--- config.mk ---
export PLATFORM = sky130hd
export DESIGN_NAME = ctrl_iprog
export DESIGN_NICKNAME = d
export VERILOG_FILES = /design/src/rtl/ctrl_iprog.sv
export SDC_FILE = /design/constraint.sdc
export NUM_CORES = 1
export LEC_CHECK = 0
export ABC_CLOCK_PERIOD_IN_PS = 3300
export CAP_MARGIN = 20
export CORE_MARGIN = 5
export CORE_UTILIZATION = 46
export DETAILED_ROUTE_END_ITERATION = 8
export GPL_TIMING_DRIVEN = 0
export MAX_ROUTING_LAYER = met4
export PLACE_DENSITY = 0.83
export SYNTH_ARGS = -nofsm -noshare
export SYNTH_HDL_FRONTEND = slang
export SYNTH_SLANG_ARGS = --single-unit
export TNS_END_PERCENT = 1
--- constraint.sdc ---
create_clock -name clk -period 3.3 [get_ports clk]
set_clock_uncertainty 0.05 [all_clocks]
set_input_delay 0.33 -clock clk [delete_from_list [all_inputs] [get_ports clk]]
set_output_delay 0.33 -clock clk [all_outputs]
set_load 0.05 [all_outputs]
--- src/rtl/ctrl_iprog.sv ---
// Instruction sequencer: steps the program counter through a synchronous instruction RAM
// and offers each registered word to the fetch stage over a valid/enable handshake.
module ctrl_iprog #(
  parameter int RFAWIDTH = 5,
  parameter int DAWIDTH  = 12,
  parameter int IAWIDTH  = 8,
  localparam int INSTRWIDTH = 2 + 2*RFAWIDTH + 4*DAWIDTH
) (
  input  logic                  clk,
  input  logic                  rst_n,
  input  logic                  start,
  input  logic                  stop,
  input  logic [IAWIDTH-1:0]    prog_len,
  input  logic                  en_fetch,
  output logic                  iw_valid,
  output logic [INSTRWIDTH-1:0] instr_word,
  output logic                  imem_rd,
  output logic [IAWIDTH-1:0]    imem_addr,
  input  logic [INSTRWIDTH-1:0] imem_rdata,
  output logic [IAWIDTH-1:0]    pc,
  output logic                  busy,
  output logic                  wrap
);

  typedef enum logic [1:0] {
    IDLE  = 2'd0,
    REQ   = 2'd1,
    WAIT  = 2'd2,
    VALID = 2'd3
  } state_t;

  state_t             state;
  logic [IAWIDTH-1:0] len;
  logic               stop_pend;
  logic [IAWIDTH-1:0] last_pc;
  logic               at_last;
  logic [IAWIDTH-1:0] next_pc;

  assign last_pc = len - 1'b1;
  assign at_last = (pc == last_pc);
  assign next_pc = at_last ? '0 : pc + 1'b1;
  assign busy    = (state != IDLE);

  // The RAM read is issued on the edge that enters REQ, so imem_rd/imem_addr are registered.
  always_ff @(posedge clk) begin
    if (!rst_n) begin
      state      <= IDLE;
      len        <= '0;
      pc         <= '0;
      instr_word <= '0;
      iw_valid   <= 1'b0;
      imem_rd    <= 1'b0;
      imem_addr  <= '0;
      wrap       <= 1'b0;
      stop_pend  <= 1'b0;
    end else begin
      wrap    <= 1'b0;
      imem_rd <= 1'b0;
      case (state)
        IDLE: begin
          if (start && (prog_len != '0)) begin
            len       <= prog_len;
            pc        <= '0;
            imem_rd   <= 1'b1;
            imem_addr <= '0;
            stop_pend <= stop;
            state     <= REQ;
          end
        end
        REQ: begin
          if (stop) stop_pend <= 1'b1;
          state <= WAIT;
        end
        WAIT: begin
          if (stop) stop_pend <= 1'b1;
          instr_word <= imem_rdata;
          iw_valid   <= 1'b1;
          state      <= VALID;
        end
        VALID: begin
          if (en_fetch) begin
            iw_valid <= 1'b0;
            pc       <= next_pc;
            wrap     <= at_last;
            if (stop || stop_pend) begin
              stop_pend <= 1'b0;
              state     <= IDLE;
            end else begin
              imem_rd   <= 1'b1;
              imem_addr <= next_pc;
              state     <= REQ;
            end
          end else if (stop) begin
            stop_pend <= 1'b1;
          end
        end
        default: state <= IDLE;
      endcase
    end
  end

endmodule

### After elaboration in Yosys (flattened, before gate mapping)

Index checks and enable logic that the tools add are counted.
W data, S select, Z words.

| operators by class | value |
|---|---|
| add/sub/neg operators | 2 |
| equal/unequal tests | 8 |
| mux-type cells | 22 |
| reduce and logical (&&, ||, !) cells | 15 |

Operators by type and width:

| kind | count |
|---|---|
| $mux W8 | 5 |
| $pmux W8 S2 | 2 |
| $mux W1 | 9 |
| $add A8 B1 Y8 const B | 1 |
| $eq A8 B8 Y1 | 1 |
| $pmux W2 S4 | 1 |
| $reduce_and A2 Y1 | 4 |
| $reduce_bool A8 Y1 | 1 |
| $sub A8 B1 Y8 const B | 1 |
| $ne A2 B2 Y1 const B | 3 |
| $reduce_and A3 Y1 | 2 |
| $reduce_bool A2 Y1 | 3 |
| $eq A2 B2 Y1 const B | 2 |
| $mux W2 | 2 |
| $pmux W1 S2 | 2 |
| $reduce_and A4 Y1 | 1 |
| $ne A3 B3 Y1 const B | 1 |
| $pmux W1 S3 | 1 |
| $eq A2 B1 Y1 const B | 1 |
| $logic_not A2 Y1 | 1 |
| $reduce_or A2 Y1 | 1 |
| $logic_and A1 B1 Y1 | 1 |
| $logic_or A1 B1 Y1 | 1 |

| word-level totals | value |
|---|---|
| register bits | 90 |

### Logic depth before layout (Yosys ltp)

Gate-level depths: netlist of the first run.

| depth | value |
|---|---|
| depth after elaboration | 6 |
| depth in mapped cells | 11 |
| mapped depth without buffers | 8 |

### Worst setup path before layout of the first run

No wires, ideal clock.

| timing | value |
|---|---|
| path kind | reg2reg |
| start point | register len[0] |
| end point | register pc[2] |
| arrival time | 2,015 ps |
| slack | 1,102 ps |
| stages on the path, launching flop included | 12 |
| buffers on the path | 3 |
| period minus slack after synthesis | 2,198 ps |
| cells stage by stage | dfxtp_1 -> clkbuf_1 -> inv_1 -> ha_1 -> clkbuf_2 -> o21bai_1 -> a211o_1 -> a21oi_1 -> o211ai_4 -> buf_6 -> o211ai_1 -> a21oi_1 |

| between the ends | value |
|---|---|
| word-level cells in the longest chain between the ends | 5 |

Ends and longest elaborated chain:

| element | line | source |
|---|---|---|
| start: declaration | 33 | `logic [IAWIDTH-1:0] len;` |
| start signal: assignment | 62 | `len <= prog_len;` |
| $sub A8 B1 Y8 | 39 | `assign last_pc = len - 1'b1;` |
| $eq A8 B8 Y1 | 40 | `assign at_last = (pc == last_pc);` |
| $mux W8 | 41 | `assign next_pc = at_last ? '0 : pc + 1'b1;` |
| $mux W8 | 81 | `if (en_fetch) begin` |
| $pmux W8 S2 | 59 | `case (state)` |
| end signal: assignment | 83 | `pc <= next_pc;` |
| end: declaration | 20 | `output logic [IAWIDTH-1:0] pc,` |

Every way passes these cells. The select of a mux whose other input is x is not followed.
A chain may end at the register's enable or synchronous reset.

### Worst setup path in the final report of the first run

| timing | value |
|---|---|
| start point | register len[0] |
| end point | register pc[5] |

The elaborated chain is that of the path after synthesis.

==> results of run 1 <==
registers in the layout (all words and copies together), names as in the netlist:
signal	count
imem_addr	8
state	2
wrap	1
len	8
iw_valid	1
instr_word	60
stop_pend	1
imem_rd	1
pc	8
placed cells by master (no fill, tap or decap), types with 2 or more instances in the layout:
cell and n:
nand3_1 20, buf_1 3, nor2b_1 58, clkinvlp_4 2, nand2b_1 2, nand2_1 33
o21ai_0 7, o21bai_1 2, or2_2 3, or3_1 2, nor3_1 7, clkbuf_8 10
nand4_1 9, buf_2 4, inv_1 6, a31oi_1 3, dfxtp_1 90, clkbuf_1 18
clkdlybuf4s50_1 151, a21o_1 2, a21boi_0 11, ha_1 6, xor2_1 8, and2_1 2
mux2i_1 61, nor2_1 15, buf_6 2, o211ai_1 2, xnor2_1 5, a21boi_1 3
a21oi_1 15
area by class of cell:
cell class,instances,area [sq um]
Sequential cell,90,1800
Clock inverter,5,62.6
Fill cell,687,2770
Clock buffer,10,138
Timing Repair Buffer,151,1510
Tap cell,108,135
Multi-Input combinational cell,293,2060
Inverter,6,22.5
Buffer,29,134
metal layers:
layer	up-vias	share of wire (%)	global-route usage [%]
li1	1754	-	-
met3	16	7.4	6.98
met2	111	51	36.0
met1	1657	40	23.5
met5	-	0	-
met4	0	1.9	7.67
cell families after synthesis:
family                     after synthesis  synth area share, %
adders and majority gates                6                 1.87
DFF                                     90                 44.8
and+or+nand+nor                        158                 21.7
muxes                                   61                 15.2
AOI/OAI and AO/OA                       55                 9.68
xor gates and xnor gates                13                 2.83
buffers and inverters                   35                 3.89
how the worst min path moves through the flow:
stage | cells past startpoint | start | slack, ns | to
2_1_floorplan | 2 | len[7]$_SDFFE_PN0P_ | 0.41 | len[7]$_SDFFE_PN0P_
3_3_place_gp | 2 | imem_addr[2]$_SDFFE_PN0P_ | 0.39 | imem_addr[2]$_SDFFE_PN0P_
3_5_place_dp | 2 | imem_addr[2]$_SDFFE_PN0P_ | 0.39 | imem_addr[2]$_SDFFE_PN0P_
4_1_cts | 3 | start | 0.33 | len[2]$_SDFFE_PN0P_
5_1_grt | 3 | start | 0.38 | len[2]$_SDFFE_PN0P_
6_report | 3 | start | 0.35 | len[2]$_SDFFE_PN0P_
per-stage QoR:
step	total power [uW]	util, %	area (sq um)
floorplan	2760	-	4020
global placement	3290	65.6	5670
detailed placement	3340	65.6	5670
CTS	4110	67.9	5870
global route	4320	67.9	5870
finish	4090	67.9	5870
worst min-delay path, stage by stage:
cell and delay [ns]:
clkbuf_1 0.19, nand3_1 0.13, a21boi_0 0.06
report_power, final:
part           internal, uW  switching [uW]
clock network           371             402
registers              1260             109
logic                   774            1180
==> impl_metrics.env, run 1 <==
export IMPL_yosysUniqueCellTypes=47
export IMPL_cts_root_buffer="clkbuf_8"
export IMPL_path_class="reg -> reg"
export IMPL_tns_ns=0
export IMPL_startpoint="len[0]$_SDFFE_PN0P_"
export IMPL_netlist_top_cells_area="dfxtp_1, mux2i_1, nor2b_1"
export IMPL_fin_cells=692
export IMPL_antenna_found_initial=0
export IMPL_cts_tree="done"
export IMPL_synth_edf_count=0
export IMPL_yosysMostFrequentCell="dfxtp_1"
export IMPL_rsz0062_at_grt="false"
export IMPL_grt_pass1_wl_microns=17200
export IMPL_cts_sinks=90
export IMPL_coreArea_sq_um=8640
export IMPL_worst_slack_ns=0.799
export IMPL_drtAntennaViolNets=0
export IMPL_cp_data_arrival_time_ns=2.68
export IMPL_period_share_pct=75.8
export IMPL_maxCapViolations=0
export IMPL_drive_gt1_share_pct=5.65
export IMPL_grt_max_degree=16
export IMPL_status="completed"
export IMPL_post_place_cells=677
export IMPL_synthCells=418
export IMPL_ff2ff_path_depth=11
export IMPL_start_kind="flip-flop"
export IMPL_io_buffer_count=151
export IMPL_drc_errors=0
export IMPL_die_width_microns=103
export IMPL_synthFlopType="dfxtp_1"
export IMPL_post_cts_buffers=0
export IMPL_ir_drop_v=0.000396
export IMPL_start_util_pct=46.5
export IMPL_finalMaxSlewViolations=0
export IMPL_place_ws_ns=0.818
export IMPL_cts_resized=0
export IMPL_via_count=3538
export IMPL_worst_path_largest_cell_delay_ns=0.31
export IMPL_grt_pass1_vias=3632
export IMPL_synth_area_sq_um=4020
export IMPL_fin_nets=659
export IMPL_cp_cell_sequence="clkbuf_1 > inv_1 > ha_1 > clkbuf_2 > o21bai_1 > a211o_1 > a21oi_1 > o211ai_4 > buf_6 > o211ai_1 > a21oi_1"
export IMPL_crit_fanout=10
export IMPL_cts_made_buffers=9
export IMPL_regToRegSetupSlack_ns=0.80
export IMPL_min_path_type="in -> reg"
export IMPL_critPathCaptureType="flip-flop"
export IMPL_endpoint="pc[5]$_SDFFE_PN0P_"
export IMPL_grt_overflow=0
export IMPL_path_buf_inv=4
export IMPL_totalWireLength_microns=11100
export IMPL_power_density_nw_per_um2=697
export IMPL_r2r_end="pc[5]$_SDFFE_PN0P_"
export IMPL_drt_pass1_iterations=4
export IMPL_synthArstFlopShare_pct=0
export IMPL_area_growth_pct=46.0
export IMPL_synth_top_area_share_pct=44.8
export IMPL_routedWlPerCell_microns=16.0
export IMPL_cp_top_family="compound AO/OA/AOI/OAI gates"
export IMPL_clk_latency_ns=0.36
export IMPL_ys_seq_elements=90
export IMPL_worstMarginPinSlew_ns=0.701
export IMPL_place_hpwl_microns=8580
export IMPL_num_io_pins=153
export IMPL_diodes=0
export IMPL_rows=34
export IMPL_slowest_stage="dfxtp_1"
export IMPL_gp_congestion=0.869
export IMPL_yosysSeqAreaShare_pct=44.8
export IMPL_clk_pin_slew_worst_paths_ns=0.09
export IMPL_syn_nets=497
export IMPL_min_period_ns=2.50
export IMPL_cts_max_path_buffers=2
export IMPL_max_slew_margin_pct=53.2
export IMPL_max_freq_mhz=400
export IMPL_htree_levels=3
export IMPL_grt_usage_pct=21.3
export IMPL_avgSynthCellArea_sq_um=9.61
export IMPL_dieHeight_microns=103
export IMPL_setup_viol=0
export IMPL_path_common_cell="a21oi_1"
export IMPL_yosysTopAreaCell="dfxtp_1"
export IMPL_synth_warnings=0
export IMPL_drt_iter0_markers=109
export IMPL_yosys_top_cells_count="dfxtp_1, mux2i_1, nor2b_1"
export IMPL_cts_hold_buf=0
export IMPL_hold_ws_ns=0.345
export IMPL_cp_required_ns=3.48
export IMPL_cp_depth=11
export IMPL_hold_viol_final=0
export IMPL_dieArea_sq_um=10700
export IMPL_power_leakage_uw=0.00204
export IMPL_timing_rr_start="len[0]$_SDFFE_PN0P_"
export IMPL_via_per_inst=5.11
Note: power is estimated with default switching activity, not from simulation.
==> run 2, diff against run 1 <==
--- a/config.mk
+++ b/config.mk
@@ -5,14 +5,14 @@
 export SDC_FILE = /design/constraint.sdc
 export NUM_CORES = 1
 export LEC_CHECK = 0
-export ABC_CLOCK_PERIOD_IN_PS = 3300
+export ABC_CLOCK_PERIOD_IN_PS = 2600
 export CAP_MARGIN = 20
 export CORE_MARGIN = 5
-export CORE_UTILIZATION = 46
+export CORE_UTILIZATION = 44
 export DETAILED_ROUTE_END_ITERATION = 8
 export GPL_TIMING_DRIVEN = 0
 export MAX_ROUTING_LAYER = met4
-export PLACE_DENSITY = 0.83
+export PLACE_DENSITY = 0.8
 export SYNTH_ARGS = -nofsm -noshare
 export SYNTH_HDL_FRONTEND = slang
 export SYNTH_SLANG_ARGS = --single-unit
==> constraint.sdc (replaced) <==
create_clock -name clk -period 2.6 [get_ports clk]
set_clock_uncertainty 0.05 [all_clocks]
set_input_delay 0.26 -clock clk [delete_from_list [all_inputs] [get_ports clk]]
set_output_delay 0.26 -clock clk [all_outputs]
set_load 0.05 [all_outputs]
==> impl_metrics.env, run 2 (synthesized netlist as in run 1, its figures left out) <==
export IMPL_drt_iter0_markers=115
export IMPL_tns_ns=0
export IMPL_start_kind="flip-flop"
export IMPL_area_growth_pct=46.2
export IMPL_final_common_cell="clkdlybuf4s50_1"
export IMPL_start_util_pct=45.6
export IMPL_drc_errors=0
export IMPL_drtAntennaViolNets=0
export IMPL_min_period_ns=2.42
export IMPL_cts_sinks=90
export IMPL_dieArea_sq_um=11100
export IMPL_cp_required_ns=2.29
export IMPL_largest_reg_flops=60
export IMPL_htree_levels=3
export IMPL_place_hpwl_microns=8570
export IMPL_hold_viol_final=0
export IMPL_timing_rr_start="len[0]$_SDFFE_PN0P_"
export IMPL_finalMaxSlewViolations=0
export IMPL_drive_gt1_share_pct=5.82
export IMPL_setup_viol=0
export IMPL_max_slew_margin_pct=52.4
export IMPL_cts_max_path_buffers=2
export IMPL_clk_pin_slew_worst_paths_ns=0.09
export IMPL_period_share_pct=92.9
export IMPL_status="completed"
export IMPL_cts_resized=0
export IMPL_post_cts_buffers=0
export IMPL_r2r_end="imem_addr[2]$_SDFFE_PN0P_"
export IMPL_grt_max_degree=16
export IMPL_coreArea_sq_um=8810
export IMPL_worstMarginPinSlew_ns=0.714
export IMPL_path_class="reg -> out"
export IMPL_via_count=3557
export IMPL_ff2ff_path_depth=10
export IMPL_drt_pass1_iterations=4
export IMPL_grt_usage_pct=20.3
export IMPL_grt_pass1_wl_microns=17800
export IMPL_grt_pass1_vias=3713
export IMPL_most_common_layout_cells="clkdlybuf4s50_1, dfxtp_1, mux2i_1, nor2b_1, nand2_1"
export IMPL_max_freq_mhz=414
export IMPL_totalWireLength_microns=11000
export IMPL_power_density_nw_per_um2=891
export IMPL_cts_root_buffer="clkbuf_8"
export IMPL_routedWlPerCell_microns=15.9
export IMPL_critPathCaptureType="output pin"
export IMPL_hold_path_cell_count=3
export IMPL_postLayoutCoreUtil_pct=66.7
export IMPL_ir_drop_v=0.000510
export IMPL_min_delay_start="start"
export IMPL_cp_data_arrival_time_ns=2.11
export IMPL_cts_made_buffers=9
export IMPL_clk_latency_ns=0.35
export IMPL_cts_hold_buf=0
export IMPL_cts_tree="done"
export IMPL_antenna_found_initial=0
export IMPL_io_buffer_count=151
export IMPL_dieHeight_microns=106
export IMPL_fin_nets=658
export IMPL_num_io_pins=153
export IMPL_power_leakage_uw=0.00204
export IMPL_regMostFlops="instr_word"
export IMPL_die_width_microns=106
export IMPL_via_per_inst=5.14
export IMPL_maxCapViolations=0
export IMPL_whs_endpoint="len[0]$_SDFFE_PN0P_"
export IMPL_crit_fanout=5
export IMPL_rsz0062_at_grt="false"
export IMPL_diodes=0
export IMPL_rows=34
export IMPL_gp_congestion=0.909
export IMPL_grt_overflow=0
export IMPL_min_path_type="in -> reg"
export IMPL_regToRegSetupSlack_ns=0.21
## run 2: cell types whose count changed in the layout (fill, tap and decap cells not counted), sizes merged
cell / change
clkinv: +1
inv: -1
## run 2: report_power, final
part / leakage [uW] / total (uW) / internal (uW) / switching, uW
registers: 0.000731 / 1740 / 1590 / 144
clock network: 0.000102 / 1010 / 501 / 513
logic: 0.00121 / 2480 / 982 / 1500
total: 0.00204 / 5230 / 3080 / 2160
## run 2: how the worst max path moves through the flow
| stage | start | endpoint | slack [ns] | cells after the start |
|---|---|---|---|---|
| final | state[1]$_SDFFE_PN0P_ | busy | 0.18 | 4 |
| after detailed placement | len[0]$_SDFFE_PN0P_ | pc[5]$_SDFFE_PN0P_ | 0.10 | 11 |
| after CTS | len[0]$_SDFFE_PN0P_ | imem_addr[2]$_SDFFE_PN0P_ | 0.08 | 11 |
| after global placement | prog_len[3] | imem_addr[5]$_SDFFE_PN0P_ | 0.20 | 8 |
| after floorplan | len[0]$_SDFFE_PN0P_ | pc[2]$_SDFFE_PN0P_ | 0.40 | 11 |
| after global routing | len[0]$_SDFFE_PN0P_ | imem_addr[1]$_SDFFE_PN0P_ | 0.04 | 10 |
## run 2: area by class of cell
type                       count  area (sq um)
multi-input combinational    293          2060
tap                          108           135
fill                         713          2930
inverter                       6          22.5
buffer                        28           130
timing repair buffer         151          1510
sequential                    90          1800
clock buffer                  11           151
clock inverter                 5          62.6
## run 2: critical path, cell delays in order, from the launching register on
cell and delay (ns):
dfxtp_1 0.41, inv_1 0.09, ha_1 0.22, inv_1 0.17
clkdlybuf4s50_1 0.86
## run 2: stage by stage
step                worst slack, ns  hold slack [ns]  power (uW)  cell area, sq um  instances
CTS                          0.0807            0.276        5260              5880        693
global route                 0.0445            0.329        5530              5880        692
floorplan                     0.402            0.349        3510              4020        418
detailed placement            0.104            0.401        4250              5670        677
finish                        0.184            0.291        5230              5880        692
global placement              0.202            0.393        4190              5670        677
## run 2: per-layer routing
metal / track usage (%) / part of all wire, %
met1: 23.2 / 41
met2: 33.9 / 49
met3: 6.91 / 8.8
met4: 5.92 / 1.0
met5: - / 0
